## src/rtl/mem_arb_pkg.sv

```systemverilog
// Shared types for the round-robin memory arbiter: FSM state encoding and a
// constant-evaluable log2 helper used to size grant indices.
package mem_arb_pkg;

  localparam int STATE_BITS = 3;

  localparam logic [STATE_BITS-1:0] S_IDLE        = 3'd0;
  localparam logic [STATE_BITS-1:0] S_READ_WAIT   = 3'd1;
  localparam logic [STATE_BITS-1:0] S_WRITE_WAIT  = 3'd2;
  localparam logic [STATE_BITS-1:0] S_READ_RELAY  = 3'd3;
  localparam logic [STATE_BITS-1:0] S_WRITE_RELAY = 3'd4;

  typedef enum logic [STATE_BITS-1:0] {
    ST_IDLE        = S_IDLE,
    ST_READ_WAIT   = S_READ_WAIT,
    ST_WRITE_WAIT  = S_WRITE_WAIT,
    ST_READ_RELAY  = S_READ_RELAY,
    ST_WRITE_RELAY = S_WRITE_RELAY
  } arb_state_e;

  function automatic int clog2(input int value);
    int r;
    r = 0;
    while ((1 << r) < value) r++;
    return r;
  endfunction

endpackage

```

## src/rtl/mem_rr_arbiter_picker.sv

```systemverilog
// Combinational round-robin picker: rotates the request vector so rr_ptr sits
// at bit 0, priority-encodes the lowest set bit, then rotates the index back.
module rr_picker
  import mem_arb_pkg::*;
#(
  parameter int N   = 4,
  parameter int IDB = clog2(N)
) (
  input  logic [N-1:0]   req,
  input  logic [IDB-1:0] ptr,
  output logic           found,
  output logic [IDB-1:0] winner
);

  localparam logic [IDB:0] N_W = (IDB+1)'(N);

  logic [N-1:0]   rot;
  logic [IDB-1:0] offset;
  logic [IDB:0]   sum;

  always_comb begin
    rot    = N'({req, req} >> ptr);
    found  = 1'b0;
    offset = '0;
    // Descending scan so the lowest set bit (closest to ptr) is kept last.
    for (int i = N-1; i >= 0; i--) begin
      if (rot[i]) begin
        found  = 1'b1;
        offset = IDB'(i);
      end
    end
    sum = {1'b0, ptr} + {1'b0, offset};
    if (sum >= N_W) sum = sum - N_W;
    winner = sum[IDB-1:0];
  end

endmodule

```

## src/rtl/mem_rr_arbiter.sv

```systemverilog
// Round-robin arbiter sharing one memory port among NUM_CONSUMERS requesters.
// Handshake: valid is a level held by the requester until it sees ready; ready is a level held until the requester drops valid.
module mem_rr_arbiter
  import mem_arb_pkg::*;
#(
  parameter int ADDR_BITS     = 8,
  parameter int DATA_BITS     = 16,
  parameter int NUM_CONSUMERS = 4,
  parameter int WRITE_ENABLE  = 1,
  parameter int CNT_BITS      = 16
) (
  input  logic                              clk,
  input  logic                              reset,
  input  logic [NUM_CONSUMERS-1:0]          consumer_read_valid,
  input  logic [ADDR_BITS-1:0]              consumer_read_address [NUM_CONSUMERS],
  output logic [NUM_CONSUMERS-1:0]          consumer_read_ready,
  output logic [DATA_BITS-1:0]              consumer_read_data [NUM_CONSUMERS],
  input  logic [NUM_CONSUMERS-1:0]          consumer_write_valid,
  input  logic [ADDR_BITS-1:0]              consumer_write_address [NUM_CONSUMERS],
  input  logic [DATA_BITS-1:0]              consumer_write_data [NUM_CONSUMERS],
  output logic [NUM_CONSUMERS-1:0]          consumer_write_ready,
  output logic                              mem_read_valid,
  output logic [ADDR_BITS-1:0]              mem_read_address,
  input  logic                              mem_read_ready,
  input  logic [DATA_BITS-1:0]              mem_read_data,
  output logic                              mem_write_valid,
  output logic [ADDR_BITS-1:0]              mem_write_address,
  output logic [DATA_BITS-1:0]              mem_write_data,
  input  logic                              mem_write_ready,
  output logic                              arb_busy,
  output logic [clog2(NUM_CONSUMERS)-1:0]   arb_grant_id,
  output logic [CNT_BITS-1:0]               arb_grant_count,
  output logic [STATE_BITS-1:0]             arb_state
);

  localparam int ID_BITS = clog2(NUM_CONSUMERS);

  arb_state_e                 state_q, state_d;
  logic [ID_BITS-1:0]         rr_ptr_q, rr_ptr_d;
  logic [ID_BITS-1:0]         grant_id_q, grant_id_d;
  logic [CNT_BITS-1:0]        grant_count_q, grant_count_d;
  logic                       mem_read_valid_q, mem_read_valid_d;
  logic [ADDR_BITS-1:0]       mem_read_addr_q, mem_read_addr_d;
  logic                       mem_write_valid_q, mem_write_valid_d;
  logic [ADDR_BITS-1:0]       mem_write_addr_q, mem_write_addr_d;
  logic [DATA_BITS-1:0]       mem_write_data_q, mem_write_data_d;
  logic [NUM_CONSUMERS-1:0]   cons_read_ready_q, cons_read_ready_d;
  logic [NUM_CONSUMERS-1:0]   cons_write_ready_q, cons_write_ready_d;
  logic [DATA_BITS-1:0]       cons_read_data_q [NUM_CONSUMERS];
  logic [DATA_BITS-1:0]       cons_read_data_d [NUM_CONSUMERS];

  logic [NUM_CONSUMERS-1:0]   req;
  logic                       pick_found;
  logic [ID_BITS-1:0]         pick_winner;

  // Read-only instances never see write requests, so no write grant can occur.
  assign req = consumer_read_valid |
               ((WRITE_ENABLE != 0) ? consumer_write_valid : '0);

  rr_picker #(
    .N   (NUM_CONSUMERS),
    .IDB (ID_BITS)
  ) u_picker (
    .req    (req),
    .ptr    (rr_ptr_q),
    .found  (pick_found),
    .winner (pick_winner)
  );

  always_comb begin
    state_d            = state_q;
    rr_ptr_d           = rr_ptr_q;
    grant_id_d         = grant_id_q;
    grant_count_d      = grant_count_q;
    mem_read_valid_d   = mem_read_valid_q;
    mem_read_addr_d    = mem_read_addr_q;
    mem_write_valid_d  = mem_write_valid_q;
    mem_write_addr_d   = mem_write_addr_q;
    mem_write_data_d   = mem_write_data_q;
    cons_read_ready_d  = cons_read_ready_q;
    cons_write_ready_d = cons_write_ready_q;
    cons_read_data_d   = cons_read_data_q;
    case (state_q)
      ST_IDLE: begin
        if (pick_found) begin
          grant_id_d = pick_winner;
          rr_ptr_d   = (pick_winner == ID_BITS'(NUM_CONSUMERS-1)) ? '0
                                                                  : pick_winner + 1'b1;
          if (grant_count_q != '1) grant_count_d = grant_count_q + 1'b1;
          // Read wins when both are asserted; the write stays pending.
          if (consumer_read_valid[pick_winner]) begin
            mem_read_valid_d = 1'b1;
            mem_read_addr_d  = consumer_read_address[pick_winner];
            state_d          = ST_READ_WAIT;
          end else begin
            mem_write_valid_d = 1'b1;
            mem_write_addr_d  = consumer_write_address[pick_winner];
            mem_write_data_d  = consumer_write_data[pick_winner];
            state_d           = ST_WRITE_WAIT;
          end
        end
      end
      ST_READ_WAIT: begin
        if (mem_read_ready) begin
          mem_read_valid_d             = 1'b0;
          cons_read_data_d[grant_id_q] = mem_read_data;
          cons_read_ready_d[grant_id_q] = 1'b1;
          state_d                      = ST_READ_RELAY;
        end
      end
      ST_WRITE_WAIT: begin
        if (mem_write_ready) begin
          mem_write_valid_d              = 1'b0;
          cons_write_ready_d[grant_id_q] = 1'b1;
          state_d                        = ST_WRITE_RELAY;
        end
      end
      ST_READ_RELAY: begin
        if (!consumer_read_valid[grant_id_q]) begin
          cons_read_ready_d[grant_id_q] = 1'b0;
          state_d                       = ST_IDLE;
        end
      end
      ST_WRITE_RELAY: begin
        if (!consumer_write_valid[grant_id_q]) begin
          cons_write_ready_d[grant_id_q] = 1'b0;
          state_d                        = ST_IDLE;
        end
      end
      default: state_d = ST_IDLE;
    endcase
  end

  always_ff @(posedge clk) begin
    if (reset) begin
      state_q            <= ST_IDLE;
      rr_ptr_q           <= '0;
      grant_id_q         <= '0;
      grant_count_q      <= '0;
      mem_read_valid_q   <= 1'b0;
      mem_read_addr_q    <= '0;
      mem_write_valid_q  <= 1'b0;
      mem_write_addr_q   <= '0;
      mem_write_data_q   <= '0;
      cons_read_ready_q  <= '0;
      cons_write_ready_q <= '0;
      cons_read_data_q   <= '{default: '0};
    end else begin
      state_q            <= state_d;
      rr_ptr_q           <= rr_ptr_d;
      grant_id_q         <= grant_id_d;
      grant_count_q      <= grant_count_d;
      mem_read_valid_q   <= mem_read_valid_d;
      mem_read_addr_q    <= mem_read_addr_d;
      mem_write_valid_q  <= mem_write_valid_d;
      mem_write_addr_q   <= mem_write_addr_d;
      mem_write_data_q   <= mem_write_data_d;
      cons_read_ready_q  <= cons_read_ready_d;
      cons_write_ready_q <= cons_write_ready_d;
      cons_read_data_q   <= cons_read_data_d;
    end
  end

  assign consumer_read_ready = cons_read_ready_q;
  assign consumer_read_data  = cons_read_data_q;
  assign mem_read_valid      = mem_read_valid_q;
  assign mem_read_address    = mem_read_addr_q;
  assign arb_busy            = (state_q != ST_IDLE);
  assign arb_grant_id        = grant_id_q;
  assign arb_grant_count     = grant_count_q;
  assign arb_state           = state_q;

  generate
    if (WRITE_ENABLE != 0) begin : g_write
      assign mem_write_valid      = mem_write_valid_q;
      assign mem_write_address    = mem_write_addr_q;
      assign mem_write_data       = mem_write_data_q;
      assign consumer_write_ready = cons_write_ready_q;
    end else begin : g_no_write
      assign mem_write_valid      = 1'b0;
      assign mem_write_address    = '0;
      assign mem_write_data       = '0;
      assign consumer_write_ready = '0;
    end
  endgenerate

endmodule

```

## config.mk

```make
export PLATFORM = sky130hd
export DESIGN_NAME = mem_rr_arbiter
export DESIGN_NICKNAME = d
export VERILOG_FILES = /design/src/rtl/mem_arb_pkg.sv /design/src/rtl/mem_rr_arbiter_picker.sv /design/src/rtl/mem_rr_arbiter.sv
export SDC_FILE = /design/constraint.sdc
export NUM_CORES = 1
export LEC_CHECK = 0
export CORE_ASPECT_RATIO = 0.9
export CORE_UTILIZATION = 30
export CTS_CLUSTER_DIAMETER = 30
export DETAILED_ROUTE_END_ITERATION = 10
export PLACE_DENSITY = 0.66
export RECOVER_POWER = 25
export SLEW_MARGIN = 5
export SYNTH_ARGS = -nofsm -noshare
export SYNTH_HDL_FRONTEND = slang
export SYNTH_SLANG_ARGS = --single-unit
```

## constraint.sdc

```tcl
create_clock -name clk -period 6.8 [get_ports clk]
set_clock_uncertainty 0.1 [all_clocks]
set_input_delay 1.36 -clock clk [delete_from_list [all_inputs] [get_ports clk]]
set_output_delay 1.36 -clock clk [all_outputs]
set_load 0.02 [all_outputs]
```

==> flow_summary.yaml, run 1 <==
outcome:
  status: "finished, final reports clean"
route:
  wl_met1_um: 8910
  first_pass_iters: 4
  wl_per_cell_um: 17.2
  vias: 5913
  wl_um: 20300
  dr_wl_met2_um: 9710
  antenna_left: 0
  routed.top_layer: "met4"
  drc_errors: 0
  wl_met3_um: 1430
  drt_iter0_markers: 258
  drt-vias-per-instance: 5.01
worst_setup_path:
  cp_top_family: "compound AO/OA/AOI/OAI gates"
  crit_type: "input port to register"
  slowest_delay_ps: 850
  crit_chain: "clkdlybuf4s50_1, nor4_2, o21ai_1, a22oi_4, xnor2_4, buf_4, mux4_2, a21oi_2, a22o_1"
  cp.buffers_inverters: 2
  start_kind: "input port"
  slowest_stage: "a21oi_2"
  worstPathMaxFanout: 28
  worstPathRequired_ps: 7050
  end_kind: "register"
  cp.arrival_ps: 5450
clocking:
  cts_setup_buffers: 0
  cts-buffers-inserted: 17
  cts-root-buf: "clkbuf_16"
  htree_levels: 4
  clk-insertion-delay-late_ps: 420
  cts_hold_buf: 0
  cts_tree: "built"
  ctsResizeCount: 0
  cts_buffer_depth: 2
  clock_sinks: 129
  clk_pin_slew_ps: 60
hold_path:
  hp-class: "register to register"
sta:
  timing.slew.headroom_pct: 25.6
  period_minus_slack_ps: 5190
  fmax_mhz: 193
  setup_viol: 0
  fin_setup_tns_ps: 0
  min_period_over_period_pct: 76.4
  hold_violations: 0
  tightest_slew_ps: 1110
  rsz0062_at_grt: "false"
  maxSlewViolCount: 0
yosys:
  synth_top_area_share_pct: 42.8
  synth_cell_types: 48
  ys_async_sr_fraction_pct: 0
  ys_seq_area_share_pct: 42.8
  synth_area_um2: 6040
  synth_warnings: 0
  synth-edff-count: 0
  syn_area_per_cell_um2: 9.30
  synthCells: 649
  yosys-top-cells-area: "dfxtp_1 (43%), mux4_2 (13%), nand2_1 (8.9%)"
  synth_ff_type: "dfxtp_1"
  ys_ff_latch: 129
  synth_fp_nets: 807
  yosysTopAreaCell: "dfxtp_1"
flow_run:
  cap_violations: 0
floorplanning:
  die_height_um: 137
  initial_core_util_pct: 31.0
  pin_count: 284
  die_x_um: 152
  row_count: 48
  core_area_um2: 19500
  die_area_um2: 20700
finish:
  post-route-util_pct: 49.7
  drive_above_1_share_pct: 9.69
  final_common_cell: "clkdlybuf4s50_1"
  area_delta_synth_final_pct: 60.1
  finalNonFillerCells: 1180
  fin_nets: 1074
  layout_common_cells: "clkdlybuf4s50_1 (218), nand2_1 (143), dfxtp_1 (129), a21oi_1 (87), dlygate4sd3_1 (64)"
global_routing:
  grt_usage_pct: 19.8
  grt_pass1_wl_um: 31200
  grt_overflow: 0
  grt_pass1_vias: 5733
  grt_max_degree: 82
  antenna_found_initial: 1
pwr:
  switching_share_pct: 35.3
  peakVddDrop_uv: 234
  seqPwrFrac_pct: 28.5
  p_sw_uw: 1150
  p_leak_uw: 0.00352
  pwr_density_cell_nw_per_um2: 337
  comb_power_share_pct: 42.8
  clkPwrFrac_pct: 28.7
  p_int_uw: 2110
placed_design:
  gp_congestion: 0.830
  dpl.hpwl_um: 15100
  port-buffer-count: 283
  place_inst: 1147
cell families (layout without fill, tap and decap cells):
family | count (synthesis) | in the layout | synth area share (%)
multiplexers | 53 | 53 | 16.3
XOR/XNOR | 16 | 16 | 2.63
AND/OR/NAND/NOR | 230 | 230 | 16.5
other | 0 | 1 | 0
buffers and inverters | 55 | 335 | 3.92
AO/OA/AOI/OAI | 164 | 164 | 17.5
flip-flops | 129 | 129 | 42.8
adder cells (fa/ha/maj) | 2 | 2 | 0.415
area by class of cell:
| type | instances | area (um2) |
|---|---|---|
| clock inverters | 14 | 178 |
| diodes | 1 | 2.50 |
| flip-flops and latches | 129 | 2580 |
| well taps | 250 | 313 |
| fillers | 1807 | 9790 |
| repair buffers | 291 | 2890 |
| inverters | 12 | 45.0 |
| clock buffers | 18 | 429 |
| multi-input cells | 465 | 3220 |
synthesized netlist by cell type, types with 11 or more instances:
library cell  instances
nand2_1             143
dfxtp_1             129
a21oi_1              87
nor2_1               39
mux4_2               36
clkbuf_1             29
a22o_1               24
mux2i_1              17
nand3_1              14
o21ai_1              14
inv_1                11
xor2_1               11
flip-flops by register name (all words and copies together) (netlist names), named ones only:
signal              flops
arb_grant_count        16
mem_write_address       8
mem_write_valid         1
mem_read_address        8
arb_state               3
rr_ptr_q                2
mem_read_valid          1
consumer_read_data     64
arb_grant_id            2
mem_write_data         16
worst reg2reg max path, cell delays in order, from the launching register on:
cell	delay (ps)
dfxtp_1	400
nor3_1	260
a221oi_2	70
a22oi_4	780
xnor2_4	170
buf_4	360
mux4_2	530
a21oi_2	850
a22o_1	290
final timing paths:
path                                            start                                   to  slack [ps]  cells after the start
setup / recovery               consumer_read_valid[1]      mem_write_data[11]$_SDFFE_PP0P_        1610                      9
hold / removal    consumer_read_data[58]$_SDFFE_PP0P_  consumer_read_data[58]$_SDFFE_PP0P_         350                      2
setup reg to reg             rr_ptr_q[0]$_SDFFE_PP0P_      mem_write_data[11]$_SDFFE_PP0P_        2920                      8
hold reg to reg   consumer_read_data[58]$_SDFFE_PP0P_  consumer_read_data[58]$_SDFFE_PP0P_         350                      2
power groups by stage:
stage          Combinational [uW]  Sequential [uW]  Clock, uW
3_3_place_gp                 1420              946          0
5_1_grt                      1520              943        995
2_1_floorplan                 885             1020          0
4_1_cts                      1430              931        960
6_report                     1390              929        937
3_5_place_dp                 1420              945          0
metrics by stage:
| stage | hold WS, ps | area, um2 | power (uW) | setup slack (ps) |
|---|---|---|---|---|
| final | 348 | 9660 | 3260 | 1610 |
| after detailed placement | 347 | 9050 | 2370 | 1160 |
| after CTS | 355 | 9660 | 3320 | 1600 |
| after global placement | 342 | 9050 | 2370 | 1270 |
| after floorplan | 400 | 6040 | 1900 | 2430 |
| after global routing | 367 | 9660 | 3450 | 1330 |
routing by layer:
metal,vias to the layer above,GRT usage [%]
met4,0,6.16
met1,2838,25.3
met3,18,5.70
met2,165,32.3
met5,-,0
li1,2892,-
Power figures use the tool's default switching activity.
==> run 2, diff against run 1 <==
==> constraint.sdc (replaced) <==
create_clock -name clk -period 4.9 [get_ports clk]
set_clock_uncertainty 0.1 [all_clocks]
set_input_delay 0.98 -clock clk [delete_from_list [all_inputs] [get_ports clk]]
set_output_delay 0.98 -clock clk [all_outputs]
set_load 0.02 [all_outputs]
==> flow_summary.yaml, run 2 (same netlist as run 1, synthesis figures left out) <==
clocking:
  clock_sinks: 129
  cts_hold_buf: 0
  cts-buffers-inserted: 17
  htree_levels: 4
  clk_pin_slew_ps: 60
  cts_buffer_depth: 2
  cts_tree: "built"
  cts_setup_buffers: 0
  ctsResizeCount: 0
  clk-insertion-delay-late_ps: 410
  cts-root-buf: "clkbuf_16"
placed_design:
  dpl_cell_area_um2: 9070
  gp_congestion: 0.868
  port-buffer-count: 283
  dpl.hpwl_um: 15300
  pre_cts_slack_ps: 421
worst_setup_path:
  crit_chain: "dlygate4sd3_1, nor4_2, o21ai_1, a22oi_4, xnor2_4, mux4_2, a21oi_2, buf_4, a22o_1"
  start_kind: "input port"
  slowest_stage: "a22oi_4"
  worstPathRequired_ps: 5150
  crit_type: "input port to register"
  cp.arrival_ps: 4350
  slowest_delay_ps: 810
  worstPathMaxFanout: 25
  end_kind: "register"
sta:
  timing.slew.headroom_pct: 26.8
  fin_setup_tns_ps: 0
  tightest_slew_ps: 1090
  fmax_mhz: 244
  rsz0062_at_grt: "false"
  setup_viol: 0
  fin_hold_ws_ps: 350
  min_period_over_period_pct: 83.7
  hold_violations: 0
  worst_slack_ps: 799
  period_minus_slack_ps: 4100
  maxSlewViolCount: 0
global_routing:
  grt_usage_pct: 20.1
  grt_pass1_vias: 5711
  grt_pass1_wl_um: 31900
  antenna_found_initial: 0
  grt_overflow: 0
  grt_max_degree: 75
route:
  dr_wl_met2_um: 9740
  antenna_left: 0
  wl_per_cell_um: 17.7
  wl_met1_um: 9280
  vias: 5982
  drt_iter0_markers: 281
  drc_errors: 0
  routed.top_layer: "met4"
  wl_met3_um: 1510
  first_pass_iters: 4
  wl_um: 20900
  drt-vias-per-instance: 5.07
finish:
  fin_nets: 1076
  design_area_um2: 9730
  antennaDiodeCount: 0
  area_delta_synth_final_pct: 61.2
  drive_above_1_share_pct: 9.99
  largest_reg_flops: 64
  post-route-util_pct: 50.0
  multi_input_area_um2: 3220
  nFillCells: 1832
  layout_common_cells: "clkdlybuf4s50_1 (218), nand2_1 (143), dfxtp_1 (129), a21oi_1 (87), dlygate4sd3_1 (64)"
  regArea_um2: 2580
  final_common_cell: "clkdlybuf4s50_1"
floorplanning:
  initial_core_util_pct: 31.0
  pin_count: 284
  die_area_um2: 20700
  row_count: 48
  core_area_um2: 19500
  die_height_um: 137
  die_x_um: 152
flow_run:
  cap_violations: 0
pwr:
  pwr_density_cell_nw_per_um2: 479
  p_leak_uw: 0.00355
  peakVddDrop_uv: 258
hold_path:
  hp-class: "register to register"
outcome:
  status: "finished, final reports clean"
-- run 2: changes by cell type in the layout (fill, tap and decap cells not counted), sizes merged --
cell      change
diode         -1
clkbuf        +1
inv           -4
bufinv        +2
clkinvlp      +1
buf           +2
-- run 2: layer usage --
metal  global-route usage (%)  vias to the layer above
met3                     5.73                       22
met1                     26.3                     2879
met2                     32.1                      188
met5                        0                        -
li1                         -                     2893
met4                     6.05                        0
-- run 2: worst paths after layout --
path                                             from                                   to  slack [ps]  depth (start not counted)
setup / recovery              consumer_write_valid[1]       mem_write_data[7]$_SDFFE_PP0P_         800                          9
hold / removal    consumer_read_data[44]$_SDFFE_PP0P_  consumer_read_data[44]$_SDFFE_PP0P_         350                          2
setup reg to reg             rr_ptr_q[0]$_SDFFE_PP0P_       mem_write_data[7]$_SDFFE_PP0P_        1780                          8
hold reg to reg   consumer_read_data[44]$_SDFFE_PP0P_  consumer_read_data[44]$_SDFFE_PP0P_         350                          2
-- run 2: stage by stage --
step	power, uW	std cells
2_1_floorplan	2640	649
3_3_place_gp	3280	1149
3_5_place_dp	3300	1149
4_1_cts	4730	1181
5_1_grt	4920	1181
6_report	4660	1181
-- run 2: critical path: cells and delay by family --
kind                      cells  cell delay [ps]
buffers and inverters         2              940
xor gates and xnor gates      1              230
AOI/OAI and AO/OA             4             1340
muxes                         1              490
and+or+nand+nor               1              360
-- run 2: cell type report --
type                       count  share of cell area [%]
clock buffer                  19                    4.66
multi-input combinational    465                    33.1
timing repair buffer         293                    29.9
sequential                   129                    26.5
tap                          250                    3.22
inverter                      12                   0.463
clock inverter                13                    2.12
-- run 2: where the power goes --
| group | total, uW | internal (uW) | switching, uW |
|---|---|---|---|
| sequential | 1300 | 1180 | 124 |
| combinational | 1940 | 954 | 990 |
| clock | 1420 | 932 | 484 |
